**src/rtl/line_burst_pkg.sv**
```systemverilog
// Shared types and constants for the line-to-burst adapter.
package line_burst_pkg;

  localparam int LINE_W      = 256;
  localparam int BURST_W     = 64;
  localparam int BEATS       = LINE_W / BURST_W;
  localparam int OFFSET_BITS = 5;

  typedef enum logic [1:0] {
    IDLE     = 2'd0,
    RD_BURST = 2'd1,
    WR_BURST = 2'd2,
    DONE     = 2'd3
  } lba_state_t;

endpackage

```
**src/rtl/line_burst_adapter.sv**
```systemverilog
// Splits a cache line writeback into four memory beats and reassembles four
// returned beats into a fill line; one transaction in flight at a time.
module line_burst_adapter #(
  parameter int LINE_W  = 256,
  parameter int BURST_W = 64
) (
  input  logic               clk,
  input  logic               rst,
  input  logic               line_read,
  input  logic               line_write,
  input  logic [31:0]        line_address,
  input  logic [LINE_W-1:0]  line_wdata,
  output logic [LINE_W-1:0]  line_rdata,
  output logic               line_resp,
  output logic               burst_read,
  output logic               burst_write,
  output logic [31:0]        burst_address,
  output logic [BURST_W-1:0] burst_wdata,
  input  logic [BURST_W-1:0] burst_rdata,
  input  logic               burst_resp
);
  import line_burst_pkg::*;

  localparam int               BEATS     = LINE_W / BURST_W;
  localparam int               CNT_W     = $clog2(BEATS);
  localparam logic [CNT_W-1:0] LAST_BEAT = CNT_W'(BEATS - 1);

  lba_state_t        state_q, state_d;
  logic [CNT_W-1:0]  cnt_q, cnt_d;
  logic [31:0]       addr_q, addr_d;
  logic [LINE_W-1:0] buf_q, buf_d;
  logic              unused_offset;

  assign unused_offset = ^line_address[OFFSET_BITS-1:0];

  always_ff @(posedge clk or negedge rst) begin
    if (!rst) begin
      state_q <= IDLE;
      cnt_q   <= '0;
      addr_q  <= '0;
      buf_q   <= '0;
    end else begin
      state_q <= state_d;
      cnt_q   <= cnt_d;
      addr_q  <= addr_d;
      buf_q   <= buf_d;
    end
  end

  always_comb begin
    state_d = state_q;
    cnt_d   = cnt_q;
    addr_d  = addr_q;
    buf_d   = buf_q;
    case (state_q)
      IDLE: begin
        // Write has priority if the cache ever raises both requests.
        if (line_write) begin
          buf_d   = line_wdata;
          addr_d  = {line_address[31:OFFSET_BITS], {OFFSET_BITS{1'b0}}};
          cnt_d   = '0;
          state_d = WR_BURST;
        end else if (line_read) begin
          addr_d  = {line_address[31:OFFSET_BITS], {OFFSET_BITS{1'b0}}};
          cnt_d   = '0;
          state_d = RD_BURST;
        end
      end
      RD_BURST: begin
        if (burst_resp) begin
          buf_d[BURST_W*cnt_q +: BURST_W] = burst_rdata;
          cnt_d = cnt_q + CNT_W'(1);
          if (cnt_q == LAST_BEAT) state_d = DONE;
        end
      end
      WR_BURST: begin
        if (burst_resp) begin
          cnt_d = cnt_q + CNT_W'(1);
          if (cnt_q == LAST_BEAT) state_d = DONE;
        end
      end
      DONE:    state_d = IDLE;
      default: state_d = IDLE;
    endcase
  end

  // All memory-side outputs come straight from registered state.
  assign burst_read    = (state_q == RD_BURST);
  assign burst_write   = (state_q == WR_BURST);
  assign line_resp     = (state_q == DONE);
  assign burst_address = addr_q;
  assign line_rdata    = buf_q;
  assign burst_wdata   = burst_write ? buf_q[BURST_W*cnt_q +: BURST_W] : '0;

endmodule

```
**config.mk**
```make
export PLATFORM = sky130hd
export DESIGN_NAME = line_burst_adapter
export DESIGN_NICKNAME = d
export VERILOG_FILES = /design/src/rtl/line_burst_pkg.sv /design/src/rtl/line_burst_adapter.sv
export SDC_FILE = /design/constraint.sdc
export NUM_CORES = 1
export LEC_CHECK = 0
export ABC_CLOCK_PERIOD_IN_PS = 3300
export CAP_MARGIN = 10
export CELL_PAD_IN_SITES_DETAIL_PLACEMENT = 0
export CELL_PAD_IN_SITES_GLOBAL_PLACEMENT = 2
export CORE_AREA = 5 5 277 279
export CTS_CLUSTER_DIAMETER = 60
export DETAILED_ROUTE_END_ITERATION = 6
export DIE_AREA = 0 0 282 284
export DONT_BUFFER_PORTS = 1
export GPL_TIMING_DRIVEN = 0
export PLACE_DENSITY = 0.62
export SLEW_MARGIN = 20
export SYNTH_ARGS = -nofsm -noshare
export SYNTH_HDL_FRONTEND = slang
export SYNTH_SLANG_ARGS = --single-unit
```
**constraint.sdc**
```tcl
create_clock -name clk -period 3.3 [get_ports clk]
set_input_delay 0.33 -clock clk [delete_from_list [all_inputs] [get_ports clk]]
set_output_delay 0.33 -clock clk [all_outputs]
set_load 0.01 [all_outputs]
```
==> run_results.csv, run 1 <==
group,metric,value,unit
worst_setup_path,critPathSlowestCell,"mux4_2",
worst_setup_path,startpoint,"cnt_q[0]",
finish,finish.instance_area,20900,sq um
clock_network,cts.sinks,287,
worst_setup_path,cpMostUsedCell,"buf_4",
placed_design,dp_hpwl,65900,um
sta,clock.fmax,318,MHz
hold_path,worstHoldPathType,"primary input to asynchronous set/reset pin",
clock_network,numCtsBuffers,41,
route,drt_iter0_markers,854,
sta,setup_tns,0,ps
clock_network,clock-root-buffer,"clkbuf_16",
worst_setup_path,cp-end-kind,"output port",
finish,stdcell_count,2592,
sta,finalHoldWorstSlack,-524,ps
logic_synthesis,netlist_area,16800,sq um
clock_network,h-tree-depth,2,
outcome,outcome,"finished, violations left",
finish,fillCellCount,7754,
worst_setup_path,worstRegToRegCells,9,
grt,grt_start_max_net_pins,288,
floorplan,initial_core_util,22.7,%
floorplan,die_h,284,um
sta,worst_slew_pin_slew,980,ps
pwr,totalPowerFinal,24.8,mW
sta,drv_slew,0,
grt,grt.overflow.total,0,
floorplan,num_io_pins,712,
grt,grt_pass1_wl,123000,um
logic_synthesis,syn_area_per_cell,11.9,sq um
worst_setup_path,cp-start-kind,"register",
clock_network,cts.clk_slew.worst_paths,60,ps
clock_network,cts_tree,"yes",
flow_run,max-cap-violations,0,
placed_design,io_buffers,0,
worst_setup_path,crit_path_max_incr_delay,620,ps
route,ant_nets,0,
clock_network,insertion_delay,560,ps
worst_setup_path,crit_chain,"buf_4 -> buf_4 -> buf_4 -> mux4_2 -> and2_1",
clock_network,clk_path_buf_depth,3,
placed_design,place.gp.congestion,0.840,
placed_design,dp.cells,2384,
clock_network,hold_buffers,131,
sta,rsz0062_at_grt,"false",
route,finalWirelength,88700,um
worst_setup_path,cp.arrival,2820,ps
worst_setup_path,worstPathRequired,2970,ps
finish,mostFrequentLayoutCells,"dfrtp_1, mux2_2, inv_1",
floorplan,rows,100,
pwr,peakVddDrop,0.442,mV
worst_setup_path,critPathKind,"register to output port",
placed_design,dpl_cell_area,18100,sq um
route,via_per_inst,5.39,
grt,grt_pass1_vias,15215,
worst_setup_path,rr_endpoint,"line_rdata[31]",
floorplan,die_area,80100,sq um
sta,final-setup-viol-count,0,
sta,period_share,95.3,%
logic_synthesis,yosys_warnings,0,
route,dr.pass1.iters,5,
floorplan,core,73900,sq um
pwr,p_leak,8.50,nW
route,post_drt_wl_per_cell,34.2,um
logic_synthesis,syn_inst,1410,
sta,slew-limit-headroom,34.7,%
logic_synthesis,synth.top_cells.by_area,"dfrtp_1, mux2_2, mux4_2",
sta,skew,20.2,ps
logic_synthesis,synth.largest_area_cell,"dfrtp_1",
finish,drive_gt1_share,31.8,%
worst_setup_path,rr_startpoint,"cnt_q[1]",
sta,min_period,3150,ps
logic_synthesis,ys_types,32,
route,num_vias,13965,
finish,area_delta_synth_final,24.4,%
grt,grt_antenna_before_repair,6,
logic_synthesis,yosysTopAreaCellShare,42.7,%
sta,hold_viol,287,
clock_network,post_cts_buffers,0,
floorplan,die-width,282,um
pwr,p_per_area,1180,nW/um^2
logic_synthesis,ys_ff_latch,287,
finish,nets,1954,
route,drc,0,
logic_synthesis,ys_seq_area_share,42.7,%
worst_setup_path,cp_max_fo,10,
finish,mostFrequentLayoutCell,"dfrtp_1",
outcome,violations,"negative hold slack",
grt,grt_use_total,21.1,%
worst_setup_path,r2r_slack,160,ps
-- synthesized netlist by cell type --
master and n:
ha_1 9, clkbuf_1 91, nand3_1 65, a32oi_1 2, and2_1 64, a22o_1 1, o41ai_1 64, or3b_2 1
mux2i_1 1, a21bo_2 1, a21oi_1 1, nand2b_1 67, inv_1 133, buf_2 21, nand3b_1 1, o32ai_1 64
nor2b_1 1, a21oi_2 4, and3b_1 2, buf_1 10, o2bb2ai_1 66, conb_1 1, buf_4 30, o21ai_0 3
nand2_1 6, mux4_2 64, mux2_2 283, nand4b_1 1, o22ai_1 1, and3_1 1, a32o_1 64, dfrtp_1 287
-- sequential cells by signal, summed over array words and instances, names as in the netlist --
register / cells
burst_address: 27
cnt_q: 2
line_rdata: 256
state_q: 2
-- worst max-delay path by stage --
| stage | end | slack (ps) | cells after the start |
|---|---|---|---|
| after floorplan | line_rdata[154] | 650 | 10 |
| after global placement | line_rdata[196] | -2120 | 9 |
| after detailed placement | line_rdata[196] | -1370 | 10 |
| after CTS | line_rdata[178] | 20 | 8 |
| after global routing | line_rdata[11] | 5 | 9 |
| final | burst_wdata[48] | 150 | 5 |
-- cell type report --
cell class	count	area, sq um	area share, %
Antenna cell	6	15.0	0.0718
Inverter	133	499	2.39
Timing Repair Buffer	132	1320	6.33
Clock buffer	58	1170	5.61
Multi-Input combinational cell	842	8480	40.6
Tap cell	969	1210	5.80
Sequential cell	287	7180	34.4
Clock inverter	14	216	1.04
Buffer	151	803	3.84
-- worst max-delay path: cells and delay by family, from the launching register on --
| kind | cells | cell delay, ps |
|---|---|---|
| flops | 1 | 390 |
| mux | 1 | 620 |
| buf+inv | 3 | 1010 |
| simple gates | 1 | 230 |
-- per-stage QoR --
step	util, %	worst slack (ps)	hold slack (ps)
floorplan	-	651	34.4
global placement	24.4	-2120	43.2
detailed placement	24.5	-1370	42.0
CTS	28.2	23.8	-563
global route	28.3	5.24	-559
finish	28.3	154	-524
-- routing by layer --
| layer | track usage, % | vias up | share of wire, % | routed length (um) |
|---|---|---|---|---|
| met2 | 36.9 | 713 | 50 | 44600 |
| met3 | 6.22 | 111 | 8.3 | 7370 |
| li1 | - | 5694 | - | - |
| met5 | 0 | - | 0.018 | 16 |
| met4 | 5.29 | 2 | 2.4 | 2100 |
| met1 | 25.5 | 7445 | 39 | 34600 |
-- power breakdown --
group | switching, mW | internal, mW | total [mW]
logic | 6.48 | 5.15 | 11.6
clock network | 1.78 | 2.87 | 4.64
registers | 3.14 | 5.35 | 8.49
total | 11.4 | 13.4 | 24.8
-- repair_timing --
action / CTS / global route
resized for setup: 41 / 25
endpoints found under the setup margin: 288 / 72
endpoints found under the hold margin: 417 / 287
-- kinds of logic after synthesis --
| kind of cell | Yosys count | share of synthesized area, % |
|---|---|---|
| compound gates | 271 | 14.5 |
| flops | 287 | 42.7 |
| mux | 348 | 27.6 |
| simple gates | 209 | 7.27 |
| other cells | 1 | 0.0223 |
| buf+inv | 285 | 7.19 |
| fa+ha+maj | 9 | 0.670 |
(Power assumes the default switching activity.)
==> run 2, diff against run 1 <==
--- a/config.mk
+++ b/config.mk
@@ -5,7 +5,7 @@
 export SDC_FILE = /design/constraint.sdc
 export NUM_CORES = 1
 export LEC_CHECK = 0
-export ABC_CLOCK_PERIOD_IN_PS = 3300
+export ABC_CLOCK_PERIOD_IN_PS = 3550
 export CAP_MARGIN = 10
 export CELL_PAD_IN_SITES_DETAIL_PLACEMENT = 0
 export CELL_PAD_IN_SITES_GLOBAL_PLACEMENT = 2
==> constraint.sdc (replaced) <==
create_clock -name clk -period 3.55 [get_ports clk]
set_input_delay 0.355 -clock clk [delete_from_list [all_inputs] [get_ports clk]]
set_output_delay 0.355 -clock clk [all_outputs]
set_load 0.01 [all_outputs]
==> run 2 against run 1 <==
Final cell count fell by 3.9%. Critical endpoint is now line_rdata[239]. Worst hold slack better by 25 ps. First-iteration DRC count shrank 7.6%. The run still ends with negative hold slack left. Largest power group unchanged. Clock-buffer cell count stayed put. Critical path type is now register to register. Clock power fell by 6.9%.
==> run_results.csv, run 2 (same netlist as run 1, synthesis figures left out) <==
group,metric,value,unit
sta,min_period,3370,ps
finish,mostFrequentLayoutCells,"dfrtp_1, mux2_2, inv_1",
pwr,p_leak,8.05,nW
clock_network,cts.sinks,287,
finish,stdcell_count,2491,
worst_setup_path,cp-end-kind,"register",
worst_setup_path,cp_max_fo,10,
floorplan,initial_core_util,22.7,%
grt,grt_antenna_before_repair,6,
route,drc,0,
grt,grt_use_total,21.0,%
sta,rsz0062_at_grt,"true",
sta,finalHoldWorstSlack,-499,ps
worst_setup_path,cp-start-kind,"register",
worst_setup_path,cp.arrival,3850,ps
sta,hold_viol,287,
clock_network,cts_tree,"yes",
clock_network,h-tree-depth,2,
clock_network,clk_path_buf_depth,3,
clock_network,insertion_delay,560,ps
sta,clock.fmax,297,MHz
floorplan,die_area,80100,sq um
route,post_drt_wl_per_cell,35.5,um
route,via_per_inst,5.41,
flow_run,max-cap-violations,0,
finish,area_delta_synth_final,18.2,%
worst_setup_path,critPathKind,"register to register",
grt,grt.overflow.total,0,
floorplan,die_h,284,um
sta,slew-limit-headroom,22.0,%
worst_setup_path,worstRegToRegCells,9,
clock_network,clock-root-buffer,"clkbuf_16",
route,ant_nets,0,
sta,drv_slew,0,
clock_network,post_cts_buffers,0,
sta,worst_slew_pin_slew,1170,ps
grt,grt_pass1_vias,14604,
finish,largest_reg_flops,256,
worst_setup_path,r2r_slack,180,ps
floorplan,die-width,282,um
route,finalWirelength,88300,um
finish,nets,1853,
sta,postLayoutSetupSlackWorst,182,ps
placed_design,io_buffers,0,
worst_setup_path,rr_endpoint,"line_rdata[239]",
placed_design,dp_hpwl,65900,um
clock_network,hold_buffers,30,
route,dr.pass1.iters,5,
floorplan,core,73900,sq um
outcome,violations,"negative hold slack",
floorplan,num_io_pins,712,
clock_network,cts.clk_slew.worst_paths,60,ps
clock_network,numCtsBuffers,41,
placed_design,place.gp.congestion,0.840,
sta,skew,18.4,ps
worst_setup_path,rr_startpoint,"cnt_q[1]",
route,num_vias,13475,
finish,mostFrequentLayoutCell,"dfrtp_1",
placed_design,dp.cells,2384,
worst_setup_path,worstPathRequired,4040,ps
grt,grt_pass1_wl,122000,um
route,drt_iter0_markers,789,
sta,period_share,94.9,%
hold_path,worstHoldPathType,"primary input to asynchronous set/reset pin",
pwr,peakVddDrop,0.408,mV
sta,final-setup-viol-count,0,
grt,grt_start_max_net_pins,288,
floorplan,rows,100,
finish,finish.utilization,26.9,%
finish,drive_gt1_share,33.3,%
outcome,outcome,"finished, violations left",
pwr,p_per_area,1150,nW/um^2
placed_design,dpl_worst_slack,-1120,ps
-- run 2: cell count changes in the layout (fill, tap and decap cells not counted), sizes merged --
cell	previous run	this run
clkbuf	149	148
buf	61	62
dlygate4sd3	131	30
-- run 2: what timing repair did --
action	4_1_cts	5_1_grt
gates resized for setup	29	18
endpoints found under the setup margin	258	119
hold endpoints to repair	317	287
-- run 2: metal layers --
metal	GRT usage, %	up-vias	part of all wire [%]
met3	6.74	119	8.8
li1	-	5478	-
met1	25.1	7173	39
met4	5.47	0	2.6
met2	36.5	705	50
met5	0	-	0
-- run 2: how the worst max path moves through the flow --
| stage | from | end | slack (ps) | cells after the start |
|---|---|---|---|---|
| after floorplan | cnt_q[0] | line_rdata[154] | 900 | 10 |
| after global placement | cnt_q[1] | line_rdata[196] | -1870 | 9 |
| after detailed placement | cnt_q[0] | line_rdata[196] | -1120 | 10 |
| after CTS | cnt_q[1] | line_rdata[193] | 6 | 9 |
| after global routing | cnt_q[1] | line_rdata[221] | -10 | 9 |
| final | cnt_q[1] | line_rdata[239] | 180 | 9 |
-- run 2: final cells by class --
cell class | count | area, sq um
repair buffers | 31 | 312
well taps | 969 | 1210
clock buffers | 58 | 1170
clock inverters | 14 | 216
flip-flops and latches | 287 | 7180
multi-input cells | 842 | 8470
inverters | 133 | 499
plain buffers | 151 | 779
fillers | 7811 | 54100
diodes | 6 | 15.0
-- run 2: worst max-delay path, stage by stage (launching register included) --
cell	delay [ps]
dfrtp_1	480
clkbuf_8	320
buf_2	370
inv_1	170
ha_1	270
and3b_1	220
clkbuf_2	510
clkbuf_2	470
a32o_1	270
mux2_2	150
-- run 2: power breakdown --
| part | switching (mW) | internal [mW] |
|---|---|---|
| registers | 2.90 | 4.97 |
| clock network | 1.65 | 2.67 |
| logic | 5.97 | 4.67 |
-- run 2: per-stage QoR --
step	hold WS [ps]	power (mW)	TNS, ps	instance area [sq um]
2_1_floorplan	59.4	14.1	0	16800
3_3_place_gp	68.2	18.3	-341220	18000
3_5_place_dp	67.0	18.6	-173190	18100
4_1_cts	-538	23.1	0	19800
5_1_grt	-534	24.0	-10.8	19900
6_report	-499	22.8	0	19900
